`src/rtl/mem_txn_engine_pkg.sv`:
```
// Shared definitions for the memory transaction engine: FSM states,
// default widths and the canonical request layout.
package definesPkg;

  localparam int unsigned DEF_ADDR_W = 8;
  localparam int unsigned DEF_DATA_W = 8;
  localparam int unsigned DEF_DEPTH  = 256;
  localparam int unsigned DEF_QDEPTH = 4;

  typedef enum logic [1:0] {
    IDLE = 2'd0,
    EXEC = 2'd1,
    RESP = 2'd2
  } state_e;

  typedef struct packed {
    logic [DEF_ADDR_W-1:0] addr;
    logic [DEF_DATA_W-1:0] data;
    logic                  wr;
  } mem_req_s;

endpackage

```
`src/rtl/mem_txn_engine_txn_fifo.sv`:
```
// Request queue: power-of-2 depth, show-ahead read, pointers carry one
// extra wrap bit so full and empty are told apart without a counter.
module txn_fifo #(
  parameter int unsigned WIDTH  = 17,
  parameter int unsigned QDEPTH = 4
) (
  input  logic             clk,
  input  logic             rst_n,
  input  logic             push,
  input  logic [WIDTH-1:0] wdata,
  input  logic             pop,
  output logic [WIDTH-1:0] rdata,
  output logic             full,
  output logic             empty
);

  localparam int unsigned IW = $clog2(QDEPTH);
  localparam int unsigned PW = IW + 1;

  logic [PW-1:0]    r_wr_ptr;
  logic [PW-1:0]    r_rd_ptr;
  logic [WIDTH-1:0] r_mem [QDEPTH];
  logic             w_push;
  logic             w_pop;

  // Same slot index with differing wrap bits means the writer lapped the reader.
  assign full  = (r_wr_ptr[IW] != r_rd_ptr[IW]) &&
                 (r_wr_ptr[IW-1:0] == r_rd_ptr[IW-1:0]);
  assign empty = (r_wr_ptr == r_rd_ptr);
  assign rdata = r_mem[r_rd_ptr[IW-1:0]];

  assign w_push = push && !full;
  assign w_pop  = pop && !empty;

  always_ff @(posedge clk or negedge rst_n) begin
    if (!rst_n) begin
      r_wr_ptr <= '0;
      r_rd_ptr <= '0;
    end else begin
      if (w_push) r_wr_ptr <= r_wr_ptr + PW'(1);
      if (w_pop)  r_rd_ptr <= r_rd_ptr + PW'(1);
    end
  end

  always_ff @(posedge clk) begin
    if (w_push) r_mem[r_wr_ptr[IW-1:0]] <= wdata;
  end

endmodule

```
`src/rtl/mem_txn_engine.sv`:
```
// Queued single-port memory engine: requests are buffered in txn_fifo and
// executed one at a time through IDLE -> EXEC -> RESP, responses in order.
module mem_txn_engine #(
  parameter int unsigned ADDR_W = definesPkg::DEF_ADDR_W,
  parameter int unsigned DATA_W = definesPkg::DEF_DATA_W,
  parameter int unsigned DEPTH  = definesPkg::DEF_DEPTH,
  parameter int unsigned QDEPTH = definesPkg::DEF_QDEPTH
) (
  input  logic              clk,
  input  logic              rst_n,
  input  logic              req_valid,
  output logic              req_ready,
  input  logic [ADDR_W-1:0] req_addr,
  input  logic [DATA_W-1:0] req_data,
  input  logic              req_wr,
  output logic              rsp_valid,
  input  logic              rsp_ready,
  output logic [DATA_W-1:0] rsp_data,
  output logic              rsp_wr,
  output logic              rsp_err,
  output logic              busy
);

  import definesPkg::*;

  localparam int unsigned IDX_W = (DEPTH > 1) ? $clog2(DEPTH) : 1;
  localparam int unsigned REQ_W = ADDR_W + DATA_W + 1;

  // Field order matches mem_req_s; widths follow this instance's parameters.
  typedef struct packed {
    logic [ADDR_W-1:0] addr;
    logic [DATA_W-1:0] data;
    logic              wr;
  } req_t;

  state_e            r_state;
  req_t              r_cur;
  req_t              w_push_req;
  logic [REQ_W-1:0]  w_head;
  logic              w_full;
  logic              w_empty;
  logic              w_pop;
  logic              w_in_range;
  logic [IDX_W-1:0]  w_idx;
  logic [DATA_W-1:0] r_mem [DEPTH];
  logic [DATA_W-1:0] r_rsp_data;
  logic              r_rsp_wr;
  logic              r_rsp_err;

  assign w_push_req = '{addr: req_addr, data: req_data, wr: req_wr};
  assign w_pop      = (r_state == IDLE);

  txn_fifo #(
    .WIDTH  (REQ_W),
    .QDEPTH (QDEPTH)
  ) u_fifo (
    .clk   (clk),
    .rst_n (rst_n),
    .push  (req_valid),
    .wdata (w_push_req),
    .pop   (w_pop),
    .rdata (w_head),
    .full  (w_full),
    .empty (w_empty)
  );

  // Compare one bit wider so DEPTH == 2**ADDR_W stays representable.
  assign w_in_range = ({1'b0, r_cur.addr} < (ADDR_W + 1)'(DEPTH));
  assign w_idx      = r_cur.addr[IDX_W-1:0];

  always_ff @(posedge clk or negedge rst_n) begin
    if (!rst_n) begin
      r_state    <= IDLE;
      r_cur      <= '0;
      r_rsp_data <= '0;
      r_rsp_wr   <= 1'b0;
      r_rsp_err  <= 1'b0;
    end else begin
      case (r_state)
        IDLE: begin
          if (!w_empty) begin
            r_cur   <= req_t'(w_head);
            r_state <= EXEC;
          end
        end
        EXEC: begin
          r_rsp_wr   <= r_cur.wr;
          r_rsp_err  <= !w_in_range;
          r_rsp_data <= (w_in_range && !r_cur.wr) ? r_mem[w_idx] : '0;
          r_state    <= RESP;
        end
        RESP: begin
          if (rsp_ready) r_state <= IDLE;
        end
        default: r_state <= IDLE;
      endcase
    end
  end

  // Contents survive reset; only an in-range EXEC write touches the array.
  always_ff @(posedge clk) begin
    if ((r_state == EXEC) && r_cur.wr && w_in_range) r_mem[w_idx] <= r_cur.data;
  end

  assign req_ready = !w_full;
  assign rsp_valid = (r_state == RESP);
  assign rsp_data  = r_rsp_data;
  assign rsp_wr    = r_rsp_wr;
  assign rsp_err   = r_rsp_err;
  assign busy      = !w_empty || (r_state != IDLE);

endmodule

```
`config.mk`:
```
export PLATFORM = sky130hd
export DESIGN_NAME = mem_txn_engine
export DESIGN_NICKNAME = d
export VERILOG_FILES = /design/src/rtl/mem_txn_engine_pkg.sv /design/src/rtl/mem_txn_engine_txn_fifo.sv /design/src/rtl/mem_txn_engine.sv
export SDC_FILE = /design/constraint.sdc
export NUM_CORES = 2
export LEC_CHECK = 0
export ABC_AREA = 1
export ABC_CLOCK_PERIOD_IN_PS = 12700
export CAP_MARGIN = 20
export CORE_AREA = 8 8 475 291
export CTS_CLUSTER_SIZE = 24
export DETAILED_ROUTE_END_ITERATION = 16
export DIE_AREA = 0 0 483 299
export PLACE_DENSITY_LB_ADDON = 0.3
export SYNTH_ARGS = -nofsm -noshare
export SYNTH_HDL_FRONTEND = slang
export SYNTH_SLANG_ARGS = --single-unit
export TNS_END_PERCENT = 100
```
`constraint.sdc`:
```
create_clock -name clk -period 12.7 [get_ports clk]
set_clock_uncertainty 0.15 [all_clocks]
set_input_delay 3.175 -clock clk [delete_from_list [all_inputs] [get_ports clk]]
set_output_delay 3.175 -clock clk [all_outputs]
set_load 0.02 [all_outputs]
```
# ---- Word level (Yosys, flattened, before mapping)
# Memories as Yosys holds them, arrays and structs flattened. A register that Yosys moved wholly into a read port is not among the register bits.
# Cells that the tools add are included.
dict set report op_classes {
  n_addsub 2
  multipliers 0
  div 0
  magnitude_cmp 0
  n_eq_ne 7
  shift 0
  mux 8
  n_bitwise 1
  n_reduce_logical 12
}
# cell count
set ops {}
lappend ops {{$mux 8} 1}
lappend ops {{$add 3x1->3 const B} 2}
lappend ops {{$pmux 2 s3} 1}
lappend ops {{$logic_and 1x1->1} 4}
lappend ops {{$mux 1} 4}
lappend ops {{$mux 2} 2}
lappend ops {{$reduce_and 2->1} 2}
lappend ops {{$eq 3x3->1} 1}
lappend ops {{$logic_not 1->1} 3}
lappend ops {{$eq 2x1->1 const B} 1}
lappend ops {{$eq 2x2->1} 1}
lappend ops {{$eq 2x2->1 const B} 1}
lappend ops {{$logic_not 2->1} 1}
lappend ops {{$ne 2x1->1 const B} 1}
lappend ops {{$ne 2x2->1 const B} 1}
lappend ops {{$reduce_bool 2->1} 1}
lappend ops {{$logic_or 1x1->1} 1}
lappend ops {{$ne 1x1->1} 1}
lappend ops {{$not 1->1} 1}
dict set report word_totals {
  regBits 17
  latch_bits 0
  mem_bits_rw 2116
  mem_bits_ro 0
  in_bits 21
  out_inout_bits 13
  wordCells 37
  n_memories 2
}
# memory depth word_bits rd rd_ports_with_merged_regs write_ports line
set memory_table {}
lappend memory_table {r_mem 256 8 1 0 1 mem_txn_engine.sv:45} ;# logic [DATA_W-1:0] r_mem [DEPTH];
lappend memory_table {u_fifo.r_mem 4 17 1 1 1 mem_txn_engine_txn_fifo.sv:22} ;# logic [WIDTH-1:0] r_mem [QDEPTH];

# ---- Longest topological paths before layout
dict set report depth {
  ltp_word 6
  mapped_depth 18
  ltp_nobuf 15
}

# ---- Hierarchy
# From an unflattened synthesis, not the netlist that was laid out.
dict set report hier_totals {
  cells_unflattened 8362
  area_unflattened_um2 88930.3
}
# mod n_inst cells_each area_each_um2 seq_area_each_um2
set by_module_without_submodules {}
lappend by_module_without_submodules {mem_txn_engine 1 8137 85954.9 62199.7}
lappend by_module_without_submodules {txn_fifo 1 225 2975.4 2192.1}

# ---- Worst setup path after synthesis
# Ideal clock, no wire load.
dict set report synth_path {
  path_type {input to register}
  from {input port req_valid}
  to {memory u_fifo.r_mem[3][0], enable pin}
  setup_ps 393
  arrival_ps 4133
  required_ps 12157
  path_slack_ps 8024
  cell_stages 2
  n_path_buf 0
  cell_sequence {nand2_1 -> nor2_1}
}
dict set report synth_between {
  elab_chain_cells 3
}
# element line
set synth_rtl {}
lappend synth_rtl {{start, declared} mem_txn_engine.sv:11} ;# input logic req_valid,
lappend synth_rtl {{$logic_and 1x1->1} mem_txn_engine_txn_fifo.sv:32} ;# assign w_push = push && !full;
lappend synth_rtl {{$mux 1} mem_txn_engine_txn_fifo.sv:46} ;# if (w_push) r_mem[r_wr_ptr[IW-1:0]] <= wdata;
lappend synth_rtl {{$mux 1 (implied by the code)} mem_txn_engine_txn_fifo.sv:46}
lappend synth_rtl {{end, declared} mem_txn_engine_txn_fifo.sv:22}
# Every way passes these cells.

# ---- Worst setup path in the final report
dict set report layout_path {
  from {register r_cur (netlist bit w_idx[1])}
  to {memory r_mem[234][4] (netlist bit), enable pin}
}
# element line
set layout_rtl {}
lappend layout_rtl {{start, declared} mem_txn_engine.sv:37} ;# req_t r_cur;
lappend layout_rtl {{start signal, assigned} mem_txn_engine.sv:82} ;# r_cur <= req_t'(w_head);
lappend layout_rtl {{end, declared} mem_txn_engine.sv:45}
# Straight into the memory's write port.

==> run summary <==
final antenna-violating net count -> 0
layout cells sized above 1 -> 4.40%
Post-CTS Setup Inserts -> 0
Initial Util -> 67.6%
Cells after Synth -> 8263
global-route wire length before repair -> 348000 um
Slew headroom -> 20.7%
CP arrival -> 6.10 ns
Die W -> 483 um
Seq. cell area -> 0.0644 mm2
final net count -> 8159
max-slew violations -> 0
Tightest Pin Transition -> 1.19 ns
post-cts sizing count -> 0
Post-Route WL -> 232000 um
hold_buf cts -> 0
Finished Core Util -> 73.0%
TritonCTS clock tree -> done
Rows -> 103
non-filler cells, final -> 10015
average size of a mapped cell -> 10.7 um2
vias per cell -> 6.08
Async S/R FF share, synth -> 1.58%
crit path cell chain -> inv_8, nor2_4, buf_4, buf_4, nand2_1, buf_4, nor2_1
CP Capture Type -> flip-flop
GRT Util Overall -> 31.3%
Port-buffer cells -> 32
synthesized flop and latch total -> 2150
Multi-input gate area -> 0.0220 mm2
routability congestion estimate -> 0.900
Syn Nets -> 8289
final cycle utilization of the critical path -> 45.9%
drt pass-1 iters -> 7
Sink Count -> 2150
Top cell by count, worst path -> buf_4
Post-synth EDFFs -> 2116
Worst Path Max Fanout -> 98
synthesized area -> 0.0883 mm2
initial antenna violation count -> 10
status -> complete, no violations
drt initial violations -> 10290
worst vdd ir -> 0.237 mV
Final Hold Viols -> 0
max cap viols -> 0
leading area contributor after synthesis -> edfxtp_1
Critical Path Source Type -> flip-flop
Distinct cells, synth -> 25
post-DP HPWL -> 129000 um
leak pwr -> 37.3 nW
vias -> 60882
Synth top area share -> 71.9%
vias in the first global route -> 57921
Num CTS Buffers -> 180
Worst Hold Class -> reg -> reg
worst skew pair latency -> 0.81 ns
clk slew on worst S/H paths -> 0.07 ns
pin count of the biggest net entering global routing -> 193
synth warn -> 0
Setup-failing EPs final -> 0
unrepaired setup endpoints after global routing -> no
DP Cell Count -> 9682
Placeable Area -> 0.131 mm2
CP Class -> reg -> reg
Main synth FF type -> edfxtp_1
Root Driver -> clkbuf_16
Reg2Reg Setup Slack -> 6.87 ns
biggest cell delay along the critical path -> 1.02 ns
Power Density -> 230 mW/mm2
Layout area overhead -> 8.04%
total gr overflow -> 0
# IOs -> 34
number of remaining DRC errors -> 0
H-tree level count -> 4
Die ar. -> 0.144 mm2
fmax -> 171 MHz
setup TNS -> 0 ns
ranking of synthesized cells by area -> edfxtp_1 72%, nand2_1 20%, nor2_1 1.8%
Post-synth top cells -> 4770 x nand2_1, 2116 x edfxtp_1, 415 x nor2_1, 227 x nand3_1, 205 x buf_2
Tot Pwr -> 0.0219 W
fin crit period -> 5.83 ns
register area share after synthesis -> 72.9%
Worst Path Required -> 12.96 ns
highest-delay cell along the critical path -> dfrtp_4
top-count cell post-synth -> nand2_1
fillcell total -> 8395
Vert. Die Dim -> 299 um
clk buf depth -> 3
routed len/inst -> 23.1 um
## worst max-delay path, delay by kind of cell (launching register included)
kind | cells | cell delay [ns]
buffers and inverters | 4 | 2.52
DFF | 1 | 1.02
and+or+nand+nor | 3 | 1.59
## cell usage in the layout, fill, tap and decap left out, drive strengths merged
cell,instances
nand4,33
a21oi,1
clkinvlp,3
conb,1
diode,7
xnor2,4
bufinv,10
clkbuf,245
o22ai,8
buf,90
ha,5
nor2,416
clkdlybuf4s50,31
nand3b,1
nor3,2
a31oi,9
inv,28
dfrtp,34
edfxtp,2116
nand3,227
o21ai,172
nand2,4770
xor2,3
clkinv,67
## flip-flops by register name (all words and copies together), names as in the netlist
| signal | count |
|---|---|
| u_fifo.r_wr_ptr | 3 |
| rsp_wr | 1 |
| rsp_data | 8 |
| u_fifo.r_mem | 68 |
| w_idx | 8 |
| r_mem | 2048 |
| r_state | 2 |
| r_cur | 9 |
| u_fifo.r_rd_ptr | 3 |
## through the flow
step	setup slack [ns]	area [um2]	hold slack (ns)
6_report	6.87	95400	0.341
3_5_place_dp	7.17	89800	0.336
5_1_grt	6.70	95400	0.373
2_1_floorplan	8.02	88300	0.312
4_1_cts	7.06	95400	0.345
3_3_place_gp	7.16	89800	0.332
## report_power, final
group | internal [W] | leakage [nW] | switching, W
clock network | 0.00293 | 2.73 | 0.00248
logic | 0.00154 | 15.2 | 0.00566
registers | 0.00892 | 19.3 | 0.000388
## logic make-up after synthesis
group / count (synthesis) / synth area share [%]
simple gates: 5449 / 23.6
flops: 2150 / 72.9
buf+inv: 461 / 2.26
compound gates: 190 / 1.10
xor+xnor: 7 / 0.0694
fa+ha+maj: 5 / 0.0708
other cells: 1 / 0.00425
## layout make-up
type                            instances  area share [%]
Inverter                               28           0.134
Clock buffer                          245            5.19
Tap cell                             1732            2.27
Clock inverter                         80           0.666
Antenna cell                            7          0.0184
Sequential cell                      2150            67.5
Multi-Input combinational cell       5652            23.1
Timing Repair Buffer                  121            1.09
## per-layer routing
metal | up-vias | GRT usage (%) | wire, um
met4 | 6 | 11.8 | 9490
met1 | 28553 | 44.8 | 86700
met5 | - | 0 | 42
li1 | 26981 | - | -
met3 | 648 | 9.59 | 35300
met2 | 4694 | 45.9 | 100000
## worst paths after layout
path | from | end | cells past startpoint
max | w_idx[1]$_DFFE_PN0P_ | r_mem[234][4]$_DFFE_PP_ | 7
min | u_fifo.r_rd_ptr[2]$_DFFE_PN0P_ | u_fifo.r_rd_ptr[2]$_DFFE_PN0P_ | 1
max reg2reg | w_idx[1]$_DFFE_PN0P_ | r_mem[234][4]$_DFFE_PP_ | 7
min reg2reg | u_fifo.r_rd_ptr[2]$_DFFE_PN0P_ | u_fifo.r_rd_ptr[2]$_DFFE_PN0P_ | 1
max in group asynchronous | rst_n | w_idx[1]$_DFFE_PN0P_ | 1
min in group asynchronous | rst_n | r_cur[1]$_DFFE_PN0P_ | 1
Power figures use the tool's default switching activity.
